### config.mk
export PLATFORM = sky130hd
export DESIGN_NAME = rinse_spin_ctrl
export DESIGN_NICKNAME = d
export VERILOG_FILES = /design/src/rtl/rinse_spin_ctrl.sv
export SDC_FILE = /design/constraint.sdc
export NUM_CORES = 1
export LEC_CHECK = 0
export CORE_ASPECT_RATIO = 0.7
export CORE_MARGIN = 1.5
export CORE_UTILIZATION = 67
export CTS_BUF_LIST = sky130_fd_sc_hd__clkbuf_4 sky130_fd_sc_hd__clkbuf_8
export DETAILED_ROUTE_END_ITERATION = 8
export GPL_ROUTABILITY_DRIVEN = 0
export HOLD_SLACK_MARGIN = 0.03
export PLACE_DENSITY = 0.89
export SYNTH_ARGS = -nofsm -noshare
export SYNTH_HDL_FRONTEND = slang
export SYNTH_SLANG_ARGS = --single-unit
### constraint.sdc
create_clock -name CLK -period 11.55 [get_ports CLK]
set_clock_uncertainty 0.05 [all_clocks]
set_input_delay 2.31 -clock CLK [delete_from_list [all_inputs] [get_ports CLK]]
set_output_delay 2.31 -clock CLK [all_outputs]
set_load 0.005 [all_outputs]
### src/rtl/rinse_spin_ctrl.sv
// Rinse/spin stage controller: drain, refill, rinse-agitate, drain, spin-dry, done.
// Sensor timeouts trap in FAULT; spin pauses while the lid is open.
module rinse_spin_ctrl #(
   parameter int CNT_W         = 12,
   parameter int RINSE_TICKS   = 300,
   parameter int REV_PERIOD    = 100,
   parameter int SPIN_TICKS    = 600,
   parameter int FILL_TIMEOUT  = 500,
   parameter int DRAIN_TIMEOUT = 500
) (
   input  logic       CLK,
   input  logic       Reset,
   input  logic       T2d,
   input  logic       WaterFull,
   input  logic       WaterEmpty,
   input  logic       LidClosed,
   output logic       FillValve,
   output logic       DrainValve,
   output logic [3:0] InputMotor,
   output logic       MotorEn,
   output logic       Done,
   output logic       Fault,
   output logic [2:0] State
);

   typedef enum logic [2:0] {
      IDLE   = 3'd0,
      DRAIN1 = 3'd1,
      FILL   = 3'd2,
      RINSE  = 3'd3,
      DRAIN2 = 3'd4,
      SPIN   = 3'd5,
      DONE   = 3'd6,
      FAULT  = 3'd7
   } state_t;

   localparam logic [CNT_W-1:0] RINSE_LAST = CNT_W'(RINSE_TICKS - 1);
   localparam logic [CNT_W-1:0] SPIN_LAST  = CNT_W'(SPIN_TICKS - 1);
   localparam logic [CNT_W-1:0] SPIN_HALF  = CNT_W'(SPIN_TICKS / 2);
   localparam logic [CNT_W-1:0] FILL_LAST  = CNT_W'(FILL_TIMEOUT - 1);
   localparam logic [CNT_W-1:0] DRAIN_LAST = CNT_W'(DRAIN_TIMEOUT - 1);
   localparam logic [CNT_W-1:0] REV_P      = CNT_W'(REV_PERIOD);

   state_t           state_q, state_d;
   logic [CNT_W-1:0] timer_q, timer_d;
   logic [3:0]       motor_q, motor_d;
   logic             fill_q, fill_d;
   logic             drain_q, drain_d;
   logic             en_q, en_d;
   logic             done_q, done_d;
   logic             fault_q, fault_d;
   logic             spin_pause;
   logic             motor_ok;
   logic [3:0]       motor_base;
   logic [CNT_W-1:0] rev_quot;

   // Forward rotates 1->8->4->2->1, reverse rotates 1->2->4->8->1.
   function automatic logic [3:0] step_fwd(input logic [3:0] p);
      return {p[0], p[3:1]};
   endfunction

   function automatic logic [3:0] step_rev(input logic [3:0] p);
      return {p[2:0], p[3]};
   endfunction

   always_comb begin
      state_d    = state_q;
      timer_d    = timer_q + 1'b1;
      spin_pause = (state_q == SPIN) && !LidClosed;

      case (state_q)
         IDLE: begin
            timer_d = '0;
            if (T2d) state_d = DRAIN1;
         end
         DRAIN1: begin
            if (WaterEmpty)                 state_d = FILL;
            else if (timer_q == DRAIN_LAST) state_d = FAULT;
         end
         FILL: begin
            if (WaterFull)                 state_d = RINSE;
            else if (timer_q == FILL_LAST) state_d = FAULT;
         end
         RINSE: begin
            if (timer_q == RINSE_LAST) state_d = DRAIN2;
         end
         DRAIN2: begin
            if (WaterEmpty)                 state_d = SPIN;
            else if (timer_q == DRAIN_LAST) state_d = FAULT;
         end
         SPIN: begin
            if (spin_pause)                timer_d = timer_q;
            else if (timer_q == SPIN_LAST) state_d = DONE;
         end
         DONE: begin
            timer_d = '0;
            if (!T2d) state_d = IDLE;
         end
         default: begin
            timer_d = '0;
         end
      endcase

      if (state_d != state_q) timer_d = '0;
   end

   // Outputs are derived from the next state so they change on the same edge as State.
   always_comb begin
      fill_d     = (state_d == FILL);
      drain_d    = (state_d == DRAIN1) || (state_d == DRAIN2) || (state_d == SPIN);
      done_d     = (state_d == DONE);
      fault_d    = (state_d == FAULT);
      motor_ok   = (motor_q == 4'd1) || (motor_q == 4'd2) ||
                   (motor_q == 4'd4) || (motor_q == 4'd8);
      motor_base = motor_ok ? motor_q : 4'd1;
      rev_quot   = timer_d / REV_P;
      motor_d    = 4'd1;
      en_d       = 1'b0;

      if (state_d == RINSE) begin
         en_d    = 1'b1;
         motor_d = rev_quot[0] ? step_rev(motor_base) : step_fwd(motor_base);
      end else if (state_d == SPIN) begin
         if (spin_pause) begin
            motor_d = motor_base;
         end else begin
            en_d    = 1'b1;
            motor_d = (timer_d >= SPIN_HALF || timer_d[0]) ? step_fwd(motor_base)
                                                           : motor_base;
         end
      end

      if (!motor_ok) motor_d = 4'd1;
   end

   always_ff @(posedge CLK) begin
      if (Reset) begin
         state_q <= IDLE;
         timer_q <= '0;
         motor_q <= 4'd1;
         fill_q  <= 1'b0;
         drain_q <= 1'b0;
         en_q    <= 1'b0;
         done_q  <= 1'b0;
         fault_q <= 1'b0;
      end else begin
         state_q <= state_d;
         timer_q <= timer_d;
         motor_q <= motor_d;
         fill_q  <= fill_d;
         drain_q <= drain_d;
         en_q    <= en_d;
         done_q  <= done_d;
         fault_q <= fault_d;
      end
   end

   assign FillValve  = fill_q;
   assign DrainValve = drain_q;
   assign InputMotor = motor_q;
   assign MotorEn    = en_q;
   assign Done       = done_q;
   assign Fault      = fault_q;
   assign State      = state_q;

endmodule

==> results.yml <==
critical_path:
  rr_worst_depth: 15
  critical_path.top_delay_family: "compound AO/OA/AOI/OAI gates"
  cp_max_fo: 14
  cp_slowest_cell: "a21oi_1"
  crit_type: "in2reg"
  path_cells: "clkdlybuf4s50_1, nor2b_1, o21a_1, nor3_2, a21oi_1, o221ai_1, mux2i_1, a2111oi_0, a31oi_1, a21o_1, a21oi_1, or3_1, a311oi_1, o31ai_4, mux2i_1, a21oi_1"
  required_ps: 11650
  cpMostUsedCell: "a21oi_1"
  crit_buf_inv: 1
  ff2ff_setup_slack_ps: 6170
  slowest_delay_ps: 790
  end_kind: "flip-flop"
  cp-start-kind: "input port"
  r2r-end: "InputMotor[0]"
  rr_startpoint: "State[0]"
  worstPathArrival_ps: 7230
synth:
  yosysTopAreaCellShare_pct: 16.9
  synth_edf_count: 0
  yosysTopAreaCell: "dfxtp_1"
  yosys_most_used_dff: "dfxtp_1"
  synthMostInstantiatedCell: "nor2_1"
  synthTopCellsByArea: "dfxtp_1 17%, nor2_1 6.1%, a21oi_1 6.0%"
  syn_avg_cell_area_um2: 7.50
  ys_types: 87
  synth_warnings: 0
  synth-async-reset-ratio_pct: 0
  netlist_instances: 378
  yosys-top-cells-count: "46 x nor2_1, 34 x a21oi_1, 32 x nand2_1, 24 x dfxtp_1, 22 x o21ai_0"
  yosys_register_bits: 24
  synth_fp_nets: 386
  yosysSeqAreaShare_pct: 16.9
  netlist_area_um2: 2840
cells_and_area:
  num_antenna_cells: 0
  final_area_um2: 3010
  final_core_util_pct: 75.4
  final-instance-count-excl-fill: 430
  fill_cells: 289
  nets: 387
  layout-drive-gt1-share_pct: 11.9
  area_growth_pct: 6.18
power_and_ir_drop:
  clkPwrFrac_pct: 34.2
  switchingPower_uw: 63.6
  combPwrFrac_pct: 23.3
  total_power_uw: 215
  p_leak_uw: 0.00105
  pwr-share-seq_pct: 42.5
  p_per_area_nw_per_um2: 71.3
  p_int_uw: 151
  peakVddDrop_mv: 0.0906
  sw_frac_of_total_pct: 29.6
clocking:
  cts_tree: "yes"
  cts.root.buffer_cell: "clkbuf_8"
  cts_setup_buffers: 0
  clk_path_buf_depth: 2
  htree_levels: 1
  hold_buffers: 0
  cts-buffers-inserted: 3
  clock_latency_ps: 270
  cts-resized-gates: 0
  path_clk_slew_ps: 80
  clkSinkCount: 24
timing:
  slew_viol_final: 0
  grt_setup_unrepaired: "false"
  finalSetupTns_ps: 0
  timing.fmax_ghz: 0.140
  relSlewSlack_pct: 30.4
  setup_violations: 0
  fin_crit_sh_pct: 61.7
  timing_hold_violations_final: 0
  worst_slew_pin_slew_ps: 1040
  layout_min_cycle_time_ps: 7130
floorplan:
  coreArea_um2: 3990
  initial_core_util_pct: 71.0
  die_y_um: 57.4
  io_pins: 18
  die_w_um: 80.8
  dieArea_um2: 4640
  fp-row-count: 19
routing:
  viasPerCell: 7.48
  firstDrtPassIters: 5
  drc: 0
  wl_met3_um: 975
  wl_per_cell_um: 19.0
  ant_nets: 0
  wirelength_um: 8150
  route.vias.total: 3216
  drt_iter0_drc: 576
  routed.top_layer: "met4"
  wl_met1_um: 3500
  met2WireLength_um: 3560
place:
  dpl.hpwl_um: 6170
  post-place-cells: 426
  place_area_um2: 2940
  io_buffers: 17
global_route:
  grt_max_degree: 21
  groute.usage.overall_pct: 35.7
  grt_pass1_wl_um: 13200
  grt_antenna_before_repair: 0
  grt_pass1_vias: 2734
  grt-ovfl-total: 0
flow_run:
  max_cap_viol_count: 0
min_path:
  hold_end: "InputMotor[1]"
  whs_path_depth: 1
  min-delay-start: "InputMotor[0]"
  hold_class: "reg2reg"
run_status:
  outcome: "completed"
-- final cells by class --
class / instances / area, um^2 / share of cell area [%]
clock buffer: 3 / 41.3 / 1.37
clock inverter: 1 / 30.0 / 0.997
inverter: 2 / 7.51 / 0.249
multi-input combinational: 331 / 2220 / 73.6
sequential: 24 / 480 / 16.0
tap: 52 / 65.1 / 2.16
timing repair buffer: 17 / 170 / 5.65
-- per-layer routing --
metal | GRT usage [%] | vias to the layer above
li1 | - | 1480
met1 | 53.4 | 1472
met2 | 54.1 | 236
met3 | 5.76 | 28
met4 | 7.39 | 0
met5 | 0 | -
-- cell usage in the layout, fill, tap and decap left out, types with 4 or more instances in the layout --
cell	n
a21o_1	6
or3_1	4
o21ai_0	22
nand2b_1	8
nand4_1	9
a211oi_1	6
nor2_1	46
a31oi_1	12
dfxtp_1	24
o211ai_1	4
and2_1	10
a21oi_1	34
clkdlybuf4s50_1	17
nor3_1	9
nand2_1	32
o21bai_1	4
and3_1	7
and4_1	4
nand3_1	16
a211o_1	4
-- state kept, by name (all words and copies together), names as in the netlist --
signal	count
Done	1
DrainValve	1
Fault	1
FillValve	1
InputMotor	4
MotorEn	1
State	3
timer_q	12
-- metrics by stage --
| step | hold slack (ps) | setup slack (ps) |
|---|---|---|
| CTS | 565 | 4500 |
| detailed placement | 541 | 4230 |
| global route | 602 | 4000 |
| finish | 565 | 4420 |
| floorplan | 489 | 5320 |
| global placement | 529 | 4370 |
-- worst register-to-register path: cells and delay by family, from the launching register on --
family,cells,cell delay (ps)
mux,2,610
flops,1,710
compound gates,10,3110
simple gates,3,790
-- worst max path at each step --
stage,startpoint,end,slack [ps],depth (start not counted)
CTS,LidClosed,InputMotor[3],4500,16
finish,LidClosed,InputMotor[0],4420,16
detailed placement,LidClosed,InputMotor[3],4230,16
floorplan,LidClosed,InputMotor[2],5320,15
global placement,LidClosed,InputMotor[2],4370,16
global route,LidClosed,InputMotor[0],4000,16
-- power groups by stage --
stage	logic [uW]	clock network (uW)	registers, uW
after floorplan	39.8	0	90.1
after global placement	47.7	0	92.8
after detailed placement	48.5	0	92.9
after CTS	49.0	73.0	91.0
after global routing	54.5	76.7	91.9
final	50.0	73.4	91.3
-- logic make-up (layout without fill, tap and decap cells) --
logic type / count (synthesis) / in the layout / share of synthesized area (%)
buf+inv: 23 / 23 / 4.90
simple gates: 174 / 174 / 34.8
fa+ha+maj: 2 / 2 / 0.882
flops: 24 / 24 / 16.9
xor+xnor: 5 / 5 / 1.81
mux: 6 / 6 / 2.78
compound gates: 144 / 144 / 37.8
Note: power is estimated with default switching activity, not from simulation.
